$ cat src/rtl/pipe_ctrl_pkg.sv
// Shared types for the pipeline sequencing controller: FSM states, scoreboard
// entry layout and the vector iteration count helper.
package pipe_ctrl_pkg;

  // Entry address fields are sized to hold any supported register address width.
  localparam int SB_ADDR_W = 8;

  typedef enum logic {RUN = 1'b0, VBUSY = 1'b1} state_e;

  typedef enum logic [1:0] {
    SB_LOAD    = 2'd0,  // M <- E, E <- decode
    SB_ADVANCE = 2'd1,  // M <- E, E <- empty
    SB_HOLD    = 2'd2   // E held, M <- empty
  } sb_op_e;

  typedef struct packed {
    logic                 valid;
    logic                 wrS;
    logic [SB_ADDR_W-1:0] dstS;
    logic                 wrV;
    logic [SB_ADDR_W-1:0] dstV;
    logic                 vecOp;
  } sb_entry_t;

  function automatic int calc_n(input int size, input int lanes);
    return (size + lanes - 1) / lanes;
  endfunction

endpackage

$ cat src/rtl/pipe_scoreboard.sv
// Two-entry in-flight destination tracker (Execute, Memory) with a
// combinational read-after-write hit against the instruction in Decode.
module pipe_scoreboard
  import pipe_ctrl_pkg::*;
#(
  parameter int REGI_BITS = 4,
  parameter int VECT_BITS = 2
) (
  input  logic                 clk_i,
  input  logic                 rst_i,
  input  sb_op_e               i_op,
  input  sb_entry_t            i_dec,
  input  logic [REGI_BITS-1:0] i_srcS1,
  input  logic [REGI_BITS-1:0] i_srcS2,
  input  logic [1:0]           i_useS,
  input  logic [VECT_BITS-1:0] i_srcV1,
  input  logic [VECT_BITS-1:0] i_srcV2,
  input  logic [1:0]           i_useV,
  output logic                 o_e_valid,
  output logic                 o_e_vecOp,
  output logic                 o_raw
);

  sb_entry_t            r_e, r_m;
  logic [3:0]           w_use;
  logic [SB_ADDR_W-1:0] w_s1, w_s2, w_v1, w_v2;

  assign w_use = {i_useV, i_useS};
  assign w_s1  = SB_ADDR_W'(i_srcS1);
  assign w_s2  = SB_ADDR_W'(i_srcS2);
  assign w_v1  = SB_ADDR_W'(i_srcV1);
  assign w_v2  = SB_ADDR_W'(i_srcV2);

  // Scalar sources only ever meet scalar destinations, vector only vector.
  function automatic logic hit(input sb_entry_t ent, input logic [3:0] use_f,
                               input logic [SB_ADDR_W-1:0] s1, input logic [SB_ADDR_W-1:0] s2,
                               input logic [SB_ADDR_W-1:0] v1, input logic [SB_ADDR_W-1:0] v2);
    hit = ent.valid & ((use_f[0] & ent.wrS & (s1 == ent.dstS)) |
                       (use_f[1] & ent.wrS & (s2 == ent.dstS)) |
                       (use_f[2] & ent.wrV & (v1 == ent.dstV)) |
                       (use_f[3] & ent.wrV & (v2 == ent.dstV)));
  endfunction

  assign o_raw = i_dec.valid & (hit(r_e, w_use, w_s1, w_s2, w_v1, w_v2) |
                                hit(r_m, w_use, w_s1, w_s2, w_v1, w_v2));
  assign o_e_valid = r_e.valid;
  assign o_e_vecOp = r_e.vecOp;

  always_ff @(posedge clk_i or posedge rst_i) begin
    if (rst_i) begin
      r_e <= '0;
      r_m <= '0;
    end else begin
      case (i_op)
        SB_HOLD:    r_m <= '0;
        SB_ADVANCE: begin
          r_m <= r_e;
          r_e <= '0;
        end
        default: begin
          r_m <= r_e;
          r_e <= i_dec;
        end
      endcase
    end
  end

endmodule

$ cat src/rtl/pipe_hazard_ctrl.sv
// Stage enable/flush sequencing for the 4-stage pipeline: branch squash,
// vector iteration hold in Execute and RAW stall, in that priority.
module pipe_hazard_ctrl
  import pipe_ctrl_pkg::*;
#(
  parameter int REGI_BITS  = 4,
  parameter int VECT_BITS  = 2,
  parameter int VECT_LANES = 3,
  parameter int VECT_SIZE  = 8
) (
  input  logic                 clk_i,
  input  logic                 rst_i,
  input  logic                 decValid_i,
  input  logic [REGI_BITS-1:0] decSrcS1_i,
  input  logic [REGI_BITS-1:0] decSrcS2_i,
  input  logic [1:0]           decUseS_i,
  input  logic [VECT_BITS-1:0] decSrcV1_i,
  input  logic [VECT_BITS-1:0] decSrcV2_i,
  input  logic [1:0]           decUseV_i,
  input  logic [REGI_BITS-1:0] decDstS_i,
  input  logic                 decWrS_i,
  input  logic [VECT_BITS-1:0] decDstV_i,
  input  logic                 decWrV_i,
  input  logic                 decVecOp_i,
  input  logic                 branchTaken_i,
  output logic                 fdEn_o,
  output logic                 deEn_o,
  output logic                 emEn_o,
  output logic                 mwEn_o,
  output logic                 fdFlush_o,
  output logic                 deFlush_o,
  output logic                 emFlush_o,
  output logic [2:0]           exIter_o,
  output logic                 exLast_o,
  output logic                 stall_o
);

  localparam int         N    = calc_n(VECT_SIZE, VECT_LANES);
  localparam logic [2:0] LAST = 3'(N - 1);

  state_e     r_state, w_state_nxt;
  logic [2:0] r_iter, w_iter_nxt;
  sb_entry_t  w_dec;
  sb_op_e     w_op;
  logic       w_raw, w_e_valid, w_e_vecOp, w_branch, w_vbusy, w_last;
  logic       w_fdEn, w_deEn, w_emEn, w_mwEn, w_fdFl, w_deFl, w_emFl;

  assign w_dec = '{valid: decValid_i, wrS: decWrS_i, dstS: SB_ADDR_W'(decDstS_i),
                   wrV: decWrV_i, dstV: SB_ADDR_W'(decDstV_i), vecOp: decVecOp_i};

  pipe_scoreboard #(.REGI_BITS(REGI_BITS), .VECT_BITS(VECT_BITS)) u_sb (
    .clk_i     (clk_i),
    .rst_i     (rst_i),
    .i_op      (w_op),
    .i_dec     (w_dec),
    .i_srcS1   (decSrcS1_i),
    .i_srcS2   (decSrcS2_i),
    .i_useS    (decUseS_i),
    .i_srcV1   (decSrcV1_i),
    .i_srcV2   (decSrcV2_i),
    .i_useV    (decUseV_i),
    .o_e_valid (w_e_valid),
    .o_e_vecOp (w_e_vecOp),
    .o_raw     (w_raw)
  );

  // A vector op cannot redirect, so a branch flag alongside one is ignored.
  assign w_branch = branchTaken_i & w_e_valid & ~w_e_vecOp;
  assign w_vbusy  = (r_state == VBUSY) && (r_iter != LAST);
  assign w_last   = w_e_valid & (~w_e_vecOp | (r_iter == LAST));

  always_comb begin
    w_fdEn      = 1'b1;
    w_deEn      = 1'b1;
    w_emEn      = 1'b1;
    w_mwEn      = 1'b1;
    w_fdFl      = 1'b0;
    w_deFl      = 1'b0;
    w_emFl      = 1'b0;
    w_op        = SB_LOAD;
    w_iter_nxt  = '0;
    w_state_nxt = RUN;
    if (w_branch) begin
      w_fdFl = 1'b1;
      w_deFl = 1'b1;
      w_op   = SB_ADVANCE;
    end else if (w_vbusy) begin
      w_fdEn      = 1'b0;
      w_deEn      = 1'b0;
      w_emEn      = 1'b0;
      w_emFl      = 1'b1;
      w_op        = SB_HOLD;
      w_iter_nxt  = r_iter + 3'd1;
      w_state_nxt = VBUSY;
    end else if (w_raw) begin
      w_fdEn = 1'b0;
      w_deFl = 1'b1;
      w_op   = SB_ADVANCE;
    end else if (decValid_i && decVecOp_i && (N > 1)) begin
      w_state_nxt = VBUSY;
    end
  end

  always_ff @(posedge clk_i or posedge rst_i) begin
    if (rst_i) begin
      r_state <= RUN;
      r_iter  <= '0;
    end else begin
      r_state <= w_state_nxt;
      r_iter  <= w_iter_nxt;
    end
  end

  // Reset forces the bubble pattern on the outputs without waiting for a clock.
  assign fdEn_o    = ~rst_i & w_fdEn;
  assign deEn_o    = ~rst_i & w_deEn;
  assign emEn_o    = ~rst_i & w_emEn;
  assign mwEn_o    = ~rst_i & w_mwEn;
  assign fdFlush_o = rst_i | w_fdFl;
  assign deFlush_o = rst_i | w_deFl;
  assign emFlush_o = rst_i | w_emFl;
  assign exIter_o  = rst_i ? 3'd0 : r_iter;
  assign exLast_o  = ~rst_i & w_last;
  assign stall_o   = ~rst_i & ~w_fdEn;

endmodule

$ cat config.mk
export PLATFORM = sky130hd
export DESIGN_NAME = pipe_hazard_ctrl
export DESIGN_NICKNAME = d
export VERILOG_FILES = /design/src/rtl/pipe_ctrl_pkg.sv /design/src/rtl/pipe_scoreboard.sv /design/src/rtl/pipe_hazard_ctrl.sv
export SDC_FILE = /design/constraint.sdc
export NUM_CORES = 1
export LEC_CHECK = 0
export ABC_AREA = 1
export CAP_MARGIN = 0
export CORE_MARGIN = 2
export CORE_UTILIZATION = 45
export CTS_BUF_LIST = sky130_fd_sc_hd__clkbuf_8
export CTS_CLUSTER_SIZE = 25
export DETAILED_ROUTE_END_ITERATION = 10
export PLACE_DENSITY = 0.75
export SLEW_MARGIN = 20
export SYNTH_ARGS = -nofsm -noshare
export SYNTH_HDL_FRONTEND = slang
export SYNTH_SLANG_ARGS = --single-unit
export TNS_END_PERCENT = 1
$ cat constraint.sdc
create_clock -name clk_i -period 3.1 [get_ports clk_i]
set_input_delay 0.465 -clock clk_i [delete_from_list [all_inputs] [get_ports clk_i]]
set_output_delay 0.465 -clock clk_i [all_outputs]
set_load 0.03 [all_outputs]
### Word-level counts from Yosys, hierarchy flattened

Cells that the tools add are included.
W data, S select, Z words.

* flip-flop bits (word level): 43
* input port bits: 29
* output and inout bits: 12

* add/subtract/negate cells: 1
* equality and inequality tests: 12
* muxes and demuxes: 23
* bitwise operators: 40
* reduce and logical (&&, ||, !) cells: 2

Operators by type and width (number)
* $pmux W20 S2: 1
* $eq A2 B8 Y1: 4
* $eq A4 B8 Y1: 4
* $and A1 B1 Y1: 26
* $mux W20: 1
* $mux W1: 16
* $or A1 B1 Y1: 11
* $mux W3: 3
* $mux W2: 2
* $add A3 B1 Y3 const B: 1
* $eq A3 B2 Y1 const B: 1
* $ne A3 B2 Y1 const B: 1
* $not A1 Y1: 3
* $eq A2 B1 Y1 const B: 1
* $eq A2 B2 Y1 const B: 1
* $logic_and A1 B1 Y1: 2

### Depth between registers and ports, before layout

Gate-level depths: netlist of the first run.

* word-level depth: 13
* depth in mapped cells: 11
* gate-level depth less buffers: 11

### Hierarchy

Synthesis of the first run repeated with hierarchy kept, for this count alone.

* cells, all modules: 282
* area, all modules: 2183.3 µm²

By module, submodules not included
* pipe_scoreboard: times used 1, cells each 241, area an instance 1879.3 µm²
* pipe_hazard_ctrl: times used 1, cells each 41, area an instance 304.0 µm²

### Least setup slack after synthesis of the first run

Ideal clock, no wire load.

* kind: register -> output
* start: register r_iter[0]
* end: output port fdEn_o
* data arrival time: 2.162 ns
* required time: 2.635 ns
* path slack: 0.473 ns
* stages on the path, launching flop included: 9
* path buffers: 0
* cells stage by stage: dfrtp_1 inv_1 ha_1 nand2_2 nand2_4 nor2_4 nor2_1 inv_1 a21oi_1

* cells in the longest elaborated chain, start to end: 5

RTL lines
* start, declared: RTL line pipe_hazard_ctrl.sv:42 `logic [2:0] r_iter, w_iter_nxt;`
* start signal, assigned: RTL line pipe_hazard_ctrl.sv:110 `r_iter <= w_iter_nxt;`
* $ne A3 B2 Y1: RTL line pipe_hazard_ctrl.sv:69 `assign w_vbusy = (r_state == VBUSY) && (r_iter != LAST);`
* $logic_and A1 B1 Y1: RTL line pipe_hazard_ctrl.sv:69
* $mux W1: RTL line pipe_hazard_ctrl.sv:87 `end else if (w_vbusy) begin`
* $mux W1: RTL line pipe_hazard_ctrl.sv:83 `if (w_branch) begin`
* $and A1 B1 Y1: RTL line pipe_hazard_ctrl.sv:115 `assign fdEn_o = ~rst_i & w_fdEn;`
* end, declared: RTL line pipe_hazard_ctrl.sv:26 `output logic fdEn_o,`

Every way passes these cells.

### Final worst setup path of the first run

* start: input port decSrcS1_i[2]
* end: output port deFlush_o

* cells in the longest elaborated chain, start to end: 12

RTL lines
* start, declared: RTL line pipe_hazard_ctrl.sv:14 `input logic [REGI_BITS-1:0] decSrcS1_i,`
* $eq A4 B8 Y1: RTL line pipe_scoreboard.sv:38 `hit = ent.valid & ((use_f[0] & ent.wrS & (s1 == ent.dstS)) |`
* $and A1 B1 Y1: RTL line pipe_scoreboard.sv:38
* $or A1 B1 Y1: RTL line pipe_scoreboard.sv:38
* $or A1 B1 Y1: RTL line pipe_scoreboard.sv:39 `(use_f[1] & ent.wrS & (s2 == ent.dstS)) |`
* $or A1 B1 Y1: RTL line pipe_scoreboard.sv:40 `(use_f[2] & ent.wrV & (v1 == ent.dstV)) |`
* $and A1 B1 Y1: RTL line pipe_scoreboard.sv:38
* $or A1 B1 Y1 *: RTL line pipe_scoreboard.sv:44 `assign o_raw = i_dec.valid & (hit(r_e, w_use, w_s1, w_s2, w_v1, w_v2) |`
* $and A1 B1 Y1 *: RTL line pipe_scoreboard.sv:44
* $mux W1 *: RTL line pipe_hazard_ctrl.sv:95 `end else if (w_raw) begin`
* $mux W1 *: RTL line pipe_hazard_ctrl.sv:87
* $mux W1 *: RTL line pipe_hazard_ctrl.sv:83
* $or A1 B1 Y1 *: RTL line pipe_hazard_ctrl.sv:120 `assign deFlush_o = rst_i | w_deFl;`
* end, declared: RTL line pipe_hazard_ctrl.sv:31 `output logic deFlush_o,`

Every way passes the cells marked *; elsewhere a longest branch is shown, timed or not.

==> results of run 1 <==
## sequential cells by signal, summed over array words and instances, names as in the netlist
| register | count |
|---|---|
| r_state | 1 |
| u_sb.r_e | 8 |
| u_sb.o_e_vecOp | 1 |
| u_sb.r_m | 9 |
| r_iter | 3 |
| u_sb.o_e_valid | 1 |
## report_power, final
part / switching [µW] / internal (µW)
clock: 82.8 / 87.9
sequential: 121 / 439
combinational: 526 / 343
## final cells by class
type,instances,area (µm²),area share
clock buffers,3,41.29,0.02050
clock inverters,1,3.754,0.001863
inverters,43,163.9,0.08137
multi-input cells,153,754.5,0.3745
flip-flops and latches,23,575.6,0.2857
well taps,46,57.56,0.02857
repair buffers,42,417.9,0.2075
## per-layer routing
metal / vias to the layer above / GRT usage / part of all wire
met1: 633 / 0.2160 / 0.49
met5: - / 0 / 0
li1: 752 / - / -
met3: 2 / 0.01630 / 0.040
met4: 0 / 0.05000 / 0.0076
met2: 28 / 0.2894 / 0.46
## timing repair
item	in CTS	in global routing
setup endpoints to repair	0	1
resized for setup	0	1
endpoints found under the hold margin	0	0
setup buffers	0	0
## path summary, 6_finish.rpt
path,start,endpoint,slack [ns],cells after the start
max in group asynchronous,rst_i,u_sb.r_e[11]$_DFFE_PP0P_,1.91,3
setup / recovery,decSrcS1_i[2],deFlush_o,0.20,12
setup reg to reg,r_iter[0]$_DFF_PP0_,u_sb.r_e[11]$_DFFE_PP0P_,1.38,10
hold / removal,r_iter[0]$_DFF_PP0_,r_iter[0]$_DFF_PP0_,0.47,1
hold reg to reg,r_iter[0]$_DFF_PP0_,r_iter[0]$_DFF_PP0_,0.47,1
min in group asynchronous,rst_i,u_sb.o_e_vecOp$_DFFE_PP0P_,0.64,2
## synthesized netlist by cell type, types with 2 or more instances
master / instances
o21ai_1: 9
nand3_1: 18
nor2_2: 8
inv_1: 32
dfrtp_1: 23
xor2_1: 2
inv_2: 10
buf_6: 2
nand3_4: 2
nand2_1: 62
a21oi_1: 4
ha_1: 2
nor2_1: 33
o21ai_0: 3
nand2_2: 2
nand2_4: 2
## metrics by stage
| stage | total power (µW) | std cells | hold slack, ns | utilization | setup WS, ns |
|---|---|---|---|---|---|
| after CTS | 1618 | 311 | 0.4740 | 0.6077 | 0.1759 |
| after detailed placement | 1440 | 307 | 0.4642 | 0.5941 | 0.1889 |
| after floorplan | 1229 | 223 | 0.4290 | - | 0.4734 |
| after global routing | 1754 | 311 | 0.5013 | 0.6085 | 0.02980 |
| final | 1600 | 311 | 0.4700 | 0.6085 | 0.1995 |
| after global placement | 1430 | 307 | 0.4585 | 0.5941 | 0.1991 |
## cell families (layout without fill, tap and decap cells)
| group | Yosys count | in the layout | synth area share |
|---|---|---|---|
| buffers and inverters | 47 | 89 | 0.1301 |
| and+or+nand+nor | 131 | 131 | 0.4026 |
| xor gates and xnor gates | 3 | 3 | 0.01719 |
| adders and majority gates | 2 | 2 | 0.01636 |
| DFF | 23 | 23 | 0.3764 |
| AOI/OAI and AO/OA | 17 | 17 | 0.05728 |
## worst reg2reg max path, stage by stage, from the launching register on
cell	delay, ns
dfrtp_1	0.38
inv_1	0.07
ha_1	0.20
nand2_2	0.10
nand2_4	0.08
nor2_4	0.30
inv_4	0.05
buf_4	0.21
o21ai_1	0.14
inv_1	0.06
nor2_2	0.09
==> impl_metrics.env, run 1 <==
export IMPL_cts_buffer_depth=2
export IMPL_maxSlewViolCount=0
export IMPL_synth_nets=254
export IMPL_grt_max_degree=22
export IMPL_slowest_delay_ns=0.68
export IMPL_status="finished, final reports clean"
export IMPL_leakagePower_uw=0.001014
export IMPL_postSynthAreaPerCell_um2=6.856
export IMPL_placed_cell_area_um2=1967
export IMPL_crit_type="in -> out"
export IMPL_grt_pass1_wl_mm=5.271
export IMPL_hold_viol=0
export IMPL_wl_per_cell_um=9.794
export IMPL_fin_area_um2=2014
export IMPL_synth_area_top_cells="dfrtp_1 (38%), nand2_1 (15%), nor2_1 (8.1%), inv_1 (7.9%), nand3_1 (5.9%)"
export IMPL_postRouteAntennaNets=0
export IMPL_rsz0062_at_grt="no"
export IMPL_synth_edf_count=0
export IMPL_yosys_register_bits=23
export IMPL_antenna_found_initial=0
export IMPL_crit_arrival_ns=2.44
export IMPL_ys_warn_count=0
export IMPL_ir_drop_v=0.0006635
export IMPL_clock_skew_ns=0.006734
export IMPL_firstDrtPassIters=4
export IMPL_cp_end_kind="output pin"
export IMPL_vias=1415
export IMPL_die_h_um=62.29
export IMPL_dp_hpwl_mm=2.464
export IMPL_io_buffers=40
export IMPL_cts_root_buf="clkbuf_8"
export IMPL_setup_viol=0
export IMPL_syn_area_um2=1529
export IMPL_fillers=347
export IMPL_layout_drive_gt1_share=0.1245
export IMPL_area_delta_synth_final_pct=31.75
export IMPL_grt_remaining_overflow=0
export IMPL_crit_family="buffers and inverters"
export IMPL_clock_sinks=23
export IMPL_holdBufCountCts=0
export IMPL_fin_nets=297
export IMPL_drc_errors=0
export IMPL_worstPathCellList="clkdlybuf4s50_1, inv_1, nand2_1, nand2_1, nor2_1, nand3_1, nand3_1, nand2_1, nand2_4, nand3_4, nand3_1, clkdlybuf4s50_1"
export IMPL_num_rows=21
export IMPL_gp_congestion=0.9020
export IMPL_finalSetupTns_ns=0
export IMPL_drt_wl_total_mm=3.046
export IMPL_grt_usage=0.1649
export IMPL_fin_crit_sh=0.9356
export IMPL_cp_required_ns=2.63
export IMPL_first_iter_violations=95
export IMPL_max_slew_worst_pin_slew_ns=0.3454
export IMPL_slew_headroom=0.7695
export IMPL_slowest_stage="clkdlybuf4s50_1"
export IMPL_maxCapViolCount=0
export IMPL_grt_pass1_vias=1287
export IMPL_coreArea_um2=3311
export IMPL_post_route_min_period_ns=2.900
export IMPL_final_cell_mix="nand2_1 (62), clkdlybuf4s50_1 (39), inv_1 (33), nor2_1 (33), dfrtp_1 (23)"
export IMPL_syn_inst=223
export IMPL_antenna_cells=0
export IMPL_ys_dominant_reg_cell="dfrtp_1"
export IMPL_viasPerCell=4.550
export IMPL_synth_cell_types=25
export IMPL_die_w_um=62.29
export IMPL_synth_top_cell_by_area="dfrtp_1"
export IMPL_min_path_type="reg -> reg"
export IMPL_clk_pin_slew_ns=0.07
export IMPL_cts_made_buffers=3
export IMPL_pin_count=41
export IMPL_cts_tree="yes"
export IMPL_synth_top_area_frac=0.3764
export IMPL_startpoint_type="primary input"
export IMPL_htree_num_levels=1
export IMPL_path_max_fanout=5
export IMPL_path_buf_inv=3
export IMPL_power_density_nw_per_um2=794.3
export IMPL_die_area_um2=3880
export IMPL_synth_async_reset_ratio=1.000
export IMPL_fmax_mhz=344.8
export IMPL_final_common_cell="nand2_1"
export IMPL_start_util=0.4618
export IMPL_clock_latency_ns=0.25
export IMPL_ys_seq_area_frac=0.3764
Power figures use the tool's default switching activity.
==> inputs of run 2 (changes only) <==
PLACE_DENSITY = 0.71   (was 0.75)
SYNTH_HIERARCHICAL = 1   (was unset)
==> run 2 against run 1 <==
Clock-buffer cell count up 2. Power up 45%. Synthesized cell count rose by 26%. Sequential cell count rose by 20.
==> impl_metrics.env, run 2 <==
export IMPL_die_w_um=73.66
export IMPL_status="finished, final reports clean"
export IMPL_synth_async_reset_ratio=1.000
export IMPL_holdBufCountCts=0
export IMPL_coreArea_um2=4692
export IMPL_syn_inst=282
export IMPL_leakagePower_uw=0.001412
export IMPL_pre_cts_ws_ns=0.04618
export IMPL_whs_ns=0.4530
export IMPL_maxSlewViolCount=0
export IMPL_startpoint_type="primary input"
export IMPL_layout_drive_gt1_share=0.06886
export IMPL_antenna_found_initial=0
export IMPL_post_route_min_period_ns=2.709
export IMPL_setup_viol=0
export IMPL_slew_headroom=0.6543
export IMPL_netlist_top_cells_count="nand2_1 (62), dfrtp_1 (43), nor2_1 (42)"
export IMPL_drt_wl_total_mm=4.367
export IMPL_dp_hpwl_mm=3.278
export IMPL_final_cell_mix="nand2_1 (62), dfrtp_1 (43), nor2_1 (42), inv_1 (42), clkdlybuf4s50_1 (37)"
export IMPL_final_common_cell="nand2_1"
export IMPL_largest_register_ffs=19
export IMPL_io_buffers=40
export IMPL_clock_skew_ns=0.008340
export IMPL_path_max_fanout=3
export IMPL_antenna_cells=0
export IMPL_start_util=0.4653
export IMPL_area_delta_synth_final_pct=25.62
export IMPL_crit_arrival_ns=2.24
export IMPL_top_register="u_sb/r_m"
export IMPL_synth_edf_count=0
export IMPL_synth_area_top_cells="dfrtp_1 (49%), nand2_1 (11%), nor2_1 (7.2%), inv_1 (6.9%), nand3_1 (6.6%)"
export IMPL_fin_nets=364
export IMPL_gp_congestion=0.8946
export IMPL_htree_num_levels=2
export IMPL_num_rows=25
export IMPL_min_path_type="reg -> reg"
export IMPL_ys_warn_count=6
export IMPL_reg_largest_list="u_sb/r_m x19, u_sb/r_e x18, r_iter x3"
export IMPL_max_slew_worst_pin_slew_ns=0.5178
export IMPL_vias=1875
export IMPL_crit_path_frequent_cell="nand2_1"
export IMPL_fin_crit_sh=0.8740
export IMPL_firstDrtPassIters=5
export IMPL_crit_type="in -> out"
export IMPL_slowest_delay_ns=0.52
export IMPL_postSynthAreaPerCell_um2=7.742
export IMPL_cts_tree="yes"
export IMPL_cp_required_ns=2.63
export IMPL_grt_remaining_overflow=0
export IMPL_die_area_um2=5425
export IMPL_synth_top_area_frac=0.4928
export IMPL_cts_root_buf="clkbuf_8"
export IMPL_maxCapViolCount=0
export IMPL_clock_sinks=43
export IMPL_fmax_mhz=369.1
export IMPL_synth_cell_types=29
export IMPL_clock_latency_ns=0.29
export IMPL_slowest_stage="clkdlybuf4s50_1"
export IMPL_fillers=454
export IMPL_rsz0062_at_grt="no"
export IMPL_drc_errors=0
export IMPL_viasPerCell=4.832
export IMPL_postRouteAntennaNets=0
export IMPL_power_density_nw_per_um2=845.8
export IMPL_synth_top_cell_by_area="dfrtp_1"
export IMPL_grt_max_degree=40
export IMPL_path_buf_inv=4
export IMPL_yosys_register_bits=43
export IMPL_cts_made_buffers=5
export IMPL_finalWorstSetupSlack_ns=0.3906
export IMPL_clk_pin_slew_ns=0.07
export IMPL_worstPathCellList="clkdlybuf4s50_1, inv_1, nand2_1, nand3_1, o21ai_0, nand2_1, nand2_1, nand2_1, a21oi_2, inv_1, nand2_1, a21oi_1, dlymetal6s2s_1"
export IMPL_grt_usage=0.1781
export IMPL_first_iter_violations=69
export IMPL_finalSetupTns_ns=0
export IMPL_cts_buffer_depth=2
export IMPL_syn_area_um2=2183
export IMPL_wl_per_cell_um=11.26
export IMPL_grt_pass1_wl_mm=7.389
export IMPL_ir_drop_v=0.0005625
export IMPL_grt_pass1_vias=1874
export IMPL_hold_viol=0
export IMPL_pin_count=41
export IMPL_ys_dominant_reg_cell="dfrtp_1"
export IMPL_die_h_um=73.66
export IMPL_ys_seq_area_frac=0.4928
export IMPL_yosysMostFrequentCell="nand2_1"
export IMPL_crit_family="buffers and inverters"
export IMPL_cp_end_kind="output pin"
-- run 2: cell count changes after synthesis, sizes merged, moves of 3 or more --
cell,previous run,this run
clkbuf,0,3
dfrtp,23,43
nand3,21,29
nor2,42,47
nand2,67,64
o21ai,12,23
xnor2,1,5
-- run 2: routing by layer --
layer  GRT usage  up-vias  share of wire
li1            -      961              -
met5           0        -              0
met2      0.3165       42           0.48
met4     0.06667        0          0.016
met3     0.04390        6          0.053
met1      0.2059      866           0.45
-- run 2: cell type report --
class,count,area [µm²],area share
repair buffers,44,432.9,0.1578
multi-input cells,195,919.6,0.3353
clock inverters,3,12.51,0.004562
flip-flops and latches,43,1076,0.3923
well taps,54,67.56,0.02464
inverters,44,165.2,0.06022
clock buffers,5,68.82,0.02509
-- run 2: where the power goes --
group | internal (µW) | switching, µW
Sequential | 813 | 133
Combinational | 379 | 671
Clock | 151 | 173
Total | 1340 | 976
-- run 2: cell families (layout without fill, tap and decap cells) --
family | Yosys count | count (layout) | share of synthesized area
compound gates | 30 | 30 | 0.07393
xor+xnor | 6 | 6 | 0.02407
fa+ha+maj | 2 | 2 | 0.01146
buf+inv | 53 | 96 | 0.1014
flops | 43 | 43 | 0.4928
other cells | 1 | 10 | 0.001718
simple gates | 147 | 147 | 0.2946
-- run 2: timing repair --
item	4_1_cts	5_1_grt
gates resized for setup	0	2
endpoints found under the setup margin	0	2
buffers inserted	0	0
-- run 2: through the flow --
stage / utilization / instance area (µm²) / cells / power, µW
2_1_floorplan: - / 2217 / 291 / 1747
3_3_place_gp: 0.5661 / 2656 / 380 / 1982
3_5_place_dp: 0.5661 / 2656 / 380 / 2012
4_1_cts: 0.5835 / 2738 / 388 / 2344
5_1_grt: 0.5845 / 2743 / 388 / 2517
6_report: 0.5845 / 2743 / 388 / 2320
-- run 2: worst register-to-register path: stages, from the launching register on --
cell     delay, ns
dfrtp_1       0.41
xor2_1        0.14
o21ai_0       0.23
nand2_1       0.10
nand2_1       0.09
nand2_1       0.07
a21oi_2       0.16
nand2_1       0.09
nand2_1       0.10
nor2_2        0.06
inv_2         0.38
nand3_1       0.14
o21ai_0       0.11
-- run 2: final timing paths --
check                      slack [ns]  cells after the start                   from                      end
max                              0.39                     13          decSrcV1_i[1]                   fdEn_o
min                              0.45                      1    r_iter[0]$_DFF_PP0_      r_iter[0]$_DFF_PP0_
max reg2reg                      0.94                     12  u_sb/r_m[1]$_DFF_PP0_  u_sb/r_e[1]$_DFFE_PP0N_
min reg2reg                      0.45                      1    r_iter[0]$_DFF_PP0_      r_iter[0]$_DFF_PP0_
max in group asynchronous        2.00                      3                  rst_i   u_sb/r_m[12]$_DFF_PP0_
min in group asynchronous        0.60                      2                  rst_i        r_state$_DFF_PP0_
==> inputs of run 3 (changes only) <==
CORE_MARGIN = 5   (was 2)
CORE_UTILIZATION = 49   (was 45)
PLACE_DENSITY = 0.79   (was 0.71)
clock period = 2.4 ns   (was 3.1 ns; I/O delays follow)
==> run 3 against run 2 <==
Setup slack lost 0.28 ns. Global-route usage shrank 1.1 points. Sequential share of layout area shrank 2.3 points. Cell count grew 2.8%. Routed wire length grew 4.9%. Clock power grew 31%. Clock-buffer cell count is the same. Die area grew 8.6%. Critical endpoint is now stall_o. Combinational power grew 47%. Highest routed layer unchanged. Non-clock buffer count grew 13. Utilization grew 8.8 points. Clock skew grew 0.0010 ns. Largest cell class unchanged.
==> impl_metrics.env, run 3 (synthesized netlist as in run 2, its figures left out) <==
export IMPL_status="finished, final reports clean"
export IMPL_pin_count=41
export IMPL_die_w_um=76.75
export IMPL_final_common_cell="nand2_1"
export IMPL_layout_drive_gt1_share=0.1412
export IMPL_placed_cell_area_um2=2754
export IMPL_grt_pass1_vias=1845
export IMPL_leakagePower_uw=0.001626
export IMPL_rsz0062_at_grt="yes"
export IMPL_reg_largest_list="u_sb/r_m x19, u_sb/r_e x18, r_iter x3"
export IMPL_fin_nets=377
export IMPL_clock_skew_ns=0.009380
export IMPL_wl_per_cell_um=11.48
export IMPL_area_delta_synth_final_pct=33.30
export IMPL_cts_buffer_depth=2
export IMPL_startpoint_type="flop"
export IMPL_hold_viol=0
export IMPL_grt_remaining_overflow=0
export IMPL_cts_made_buffers=5
export IMPL_antenna_found_initial=0
export IMPL_crit_arrival_ns=1.93
export IMPL_viasPerCell=4.840
export IMPL_grt_max_degree=40
export IMPL_power_density_nw_per_um2=1098
export IMPL_cts_tree="yes"
export IMPL_clock_sinks=43
export IMPL_vias=1931
export IMPL_antenna_cells=0
export IMPL_clk_pin_slew_ns=0.08
export IMPL_top_register="u_sb/r_m"
export IMPL_cts_root_buf="clkbuf_8"
export IMPL_final_cell_mix="nand2_1 (60), dfrtp_1 (43), nor2_1 (42), inv_1 (38), nand3_1 (28)"
export IMPL_gp_congestion=0.8626
export IMPL_setup_viol=0
export IMPL_postRouteAntennaNets=0
export IMPL_fin_area_um2=2910
export IMPL_num_rows=24
export IMPL_htree_num_levels=2
export IMPL_fmax_mhz=436.9
export IMPL_whs_ns=0.2829
export IMPL_instances_no_fill=399
export IMPL_largest_register_ffs=19
export IMPL_cp_required_ns=2.04
export IMPL_die_h_um=76.75
export IMPL_fin_crit_sh=0.9538
export IMPL_drt_wl_total_mm=4.579
export IMPL_io_buffers=40
export IMPL_totalPowerFinal_uw=3195
export IMPL_firstDrtPassIters=4
export IMPL_grt_usage=0.1667
export IMPL_start_util=0.5049
export IMPL_coreArea_um2=4324
export IMPL_finalSetupTns_ns=0
export IMPL_grt_pass1_wl_mm=8.045
export IMPL_first_iter_violations=66
export IMPL_post_route_min_period_ns=2.289
export IMPL_die_area_um2=5891
export IMPL_drc_errors=0
export IMPL_crit_type="reg -> out"
export IMPL_dp_hpwl_mm=3.561
export IMPL_ir_drop_v=0.0005600
export IMPL_maxSlewViolCount=0
export IMPL_cp_end_kind="output pin"
export IMPL_min_path_type="in -> async"
export IMPL_clock_latency_ns=0.29
export IMPL_maxCapViolCount=0
export IMPL_path_max_fanout=3
export IMPL_dp_cells=390
==> run 3: worst max-delay path: stages (launching register included) <==
cell and delay (ns):
dfrtp_1 0.38, inv_2 0.06, nand2_1 0.06, nand2_1 0.05, nor2_1 0.09, nand3_1 0.11
nand2_1 0.09, nand2_1 0.07, nand2_1 0.09, nand2_2 0.05, a21oi_2 0.15, inv_1 0.08
nand2_2 0.07, nand2_1 0.05, nor2_1 0.09, buf_4 0.16
==> run 3: power by group <==
part | switching [µW] | internal [µW] | total, µW | leakage [µW]
Sequential | 182 | 1050 | 1230 | 0.000540
Clock | 230 | 196 | 426 | 0.0000505
Combinational | 913 | 624 | 1540 | 0.00104
Total | 1330 | 1870 | 3190 | 0.00163
==> run 3: final cells by class <==
class / count / area (µm²)
tap: 52 / 65.06
fill: 366 / 1414
clock buffer: 5 / 68.82
multi-input combinational: 195 / 947.2
sequential: 43 / 1076
clock inverter: 3 / 12.51
inverter: 44 / 165.2
timing repair buffer: 57 / 575.6
==> run 3: timing repair <==
action                     CTS  global route
buffers inserted             0             1
hold buffers                 0             0
cloned                       0             0
pin swaps                    0            10
gates resized for setup      6            32
setup endpoints to repair    2             9
==> run 3: worst paths after layout <==
path | to | start | slack, ns | cells past startpoint
worst max-delay path | stall_o | u_sb/r_e[12]$_DFFE_PP0N_ | 0.11 | 15
worst min-delay path | r_state$_DFF_PP0_ | rst_i | 0.28 | 2
worst max register to register | u_sb/r_e[12]$_DFFE_PP0N_ | u_sb/r_e[11]$_DFFE_PP0N_ | 0.34 | 18
worst min register to register | r_iter[0]$_DFF_PP0_ | r_iter[0]$_DFF_PP0_ | 0.46 | 1
max in group asynchronous | u_sb/r_e[12]$_DFFE_PP0N_ | rst_i | 1.41 | 4
min in group clk_i | r_iter[0]$_DFF_PP0_ | r_iter[0]$_DFF_PP0_ | 0.46 | 1
==> run 3: metrics by stage <==
step | util | worst slack, ns
2_1_floorplan | - | 0.4542
3_3_place_gp | 0.6369 | -0.3553
3_5_place_dp | 0.6369 | -0.4051
4_1_cts | 0.6542 | -0.02490
5_1_grt | 0.6730 | -0.05481
6_report | 0.6730 | 0.1109
==> run 3: layer usage <==
metal  vias up  routed length (µm)  GRT usage
li1        987                   -          -
met1       906                2075     0.2026
met2        33                2304     0.2878
met3         5                 132    0.04215
met4         0                  67    0.05245
met5         -                   0          0
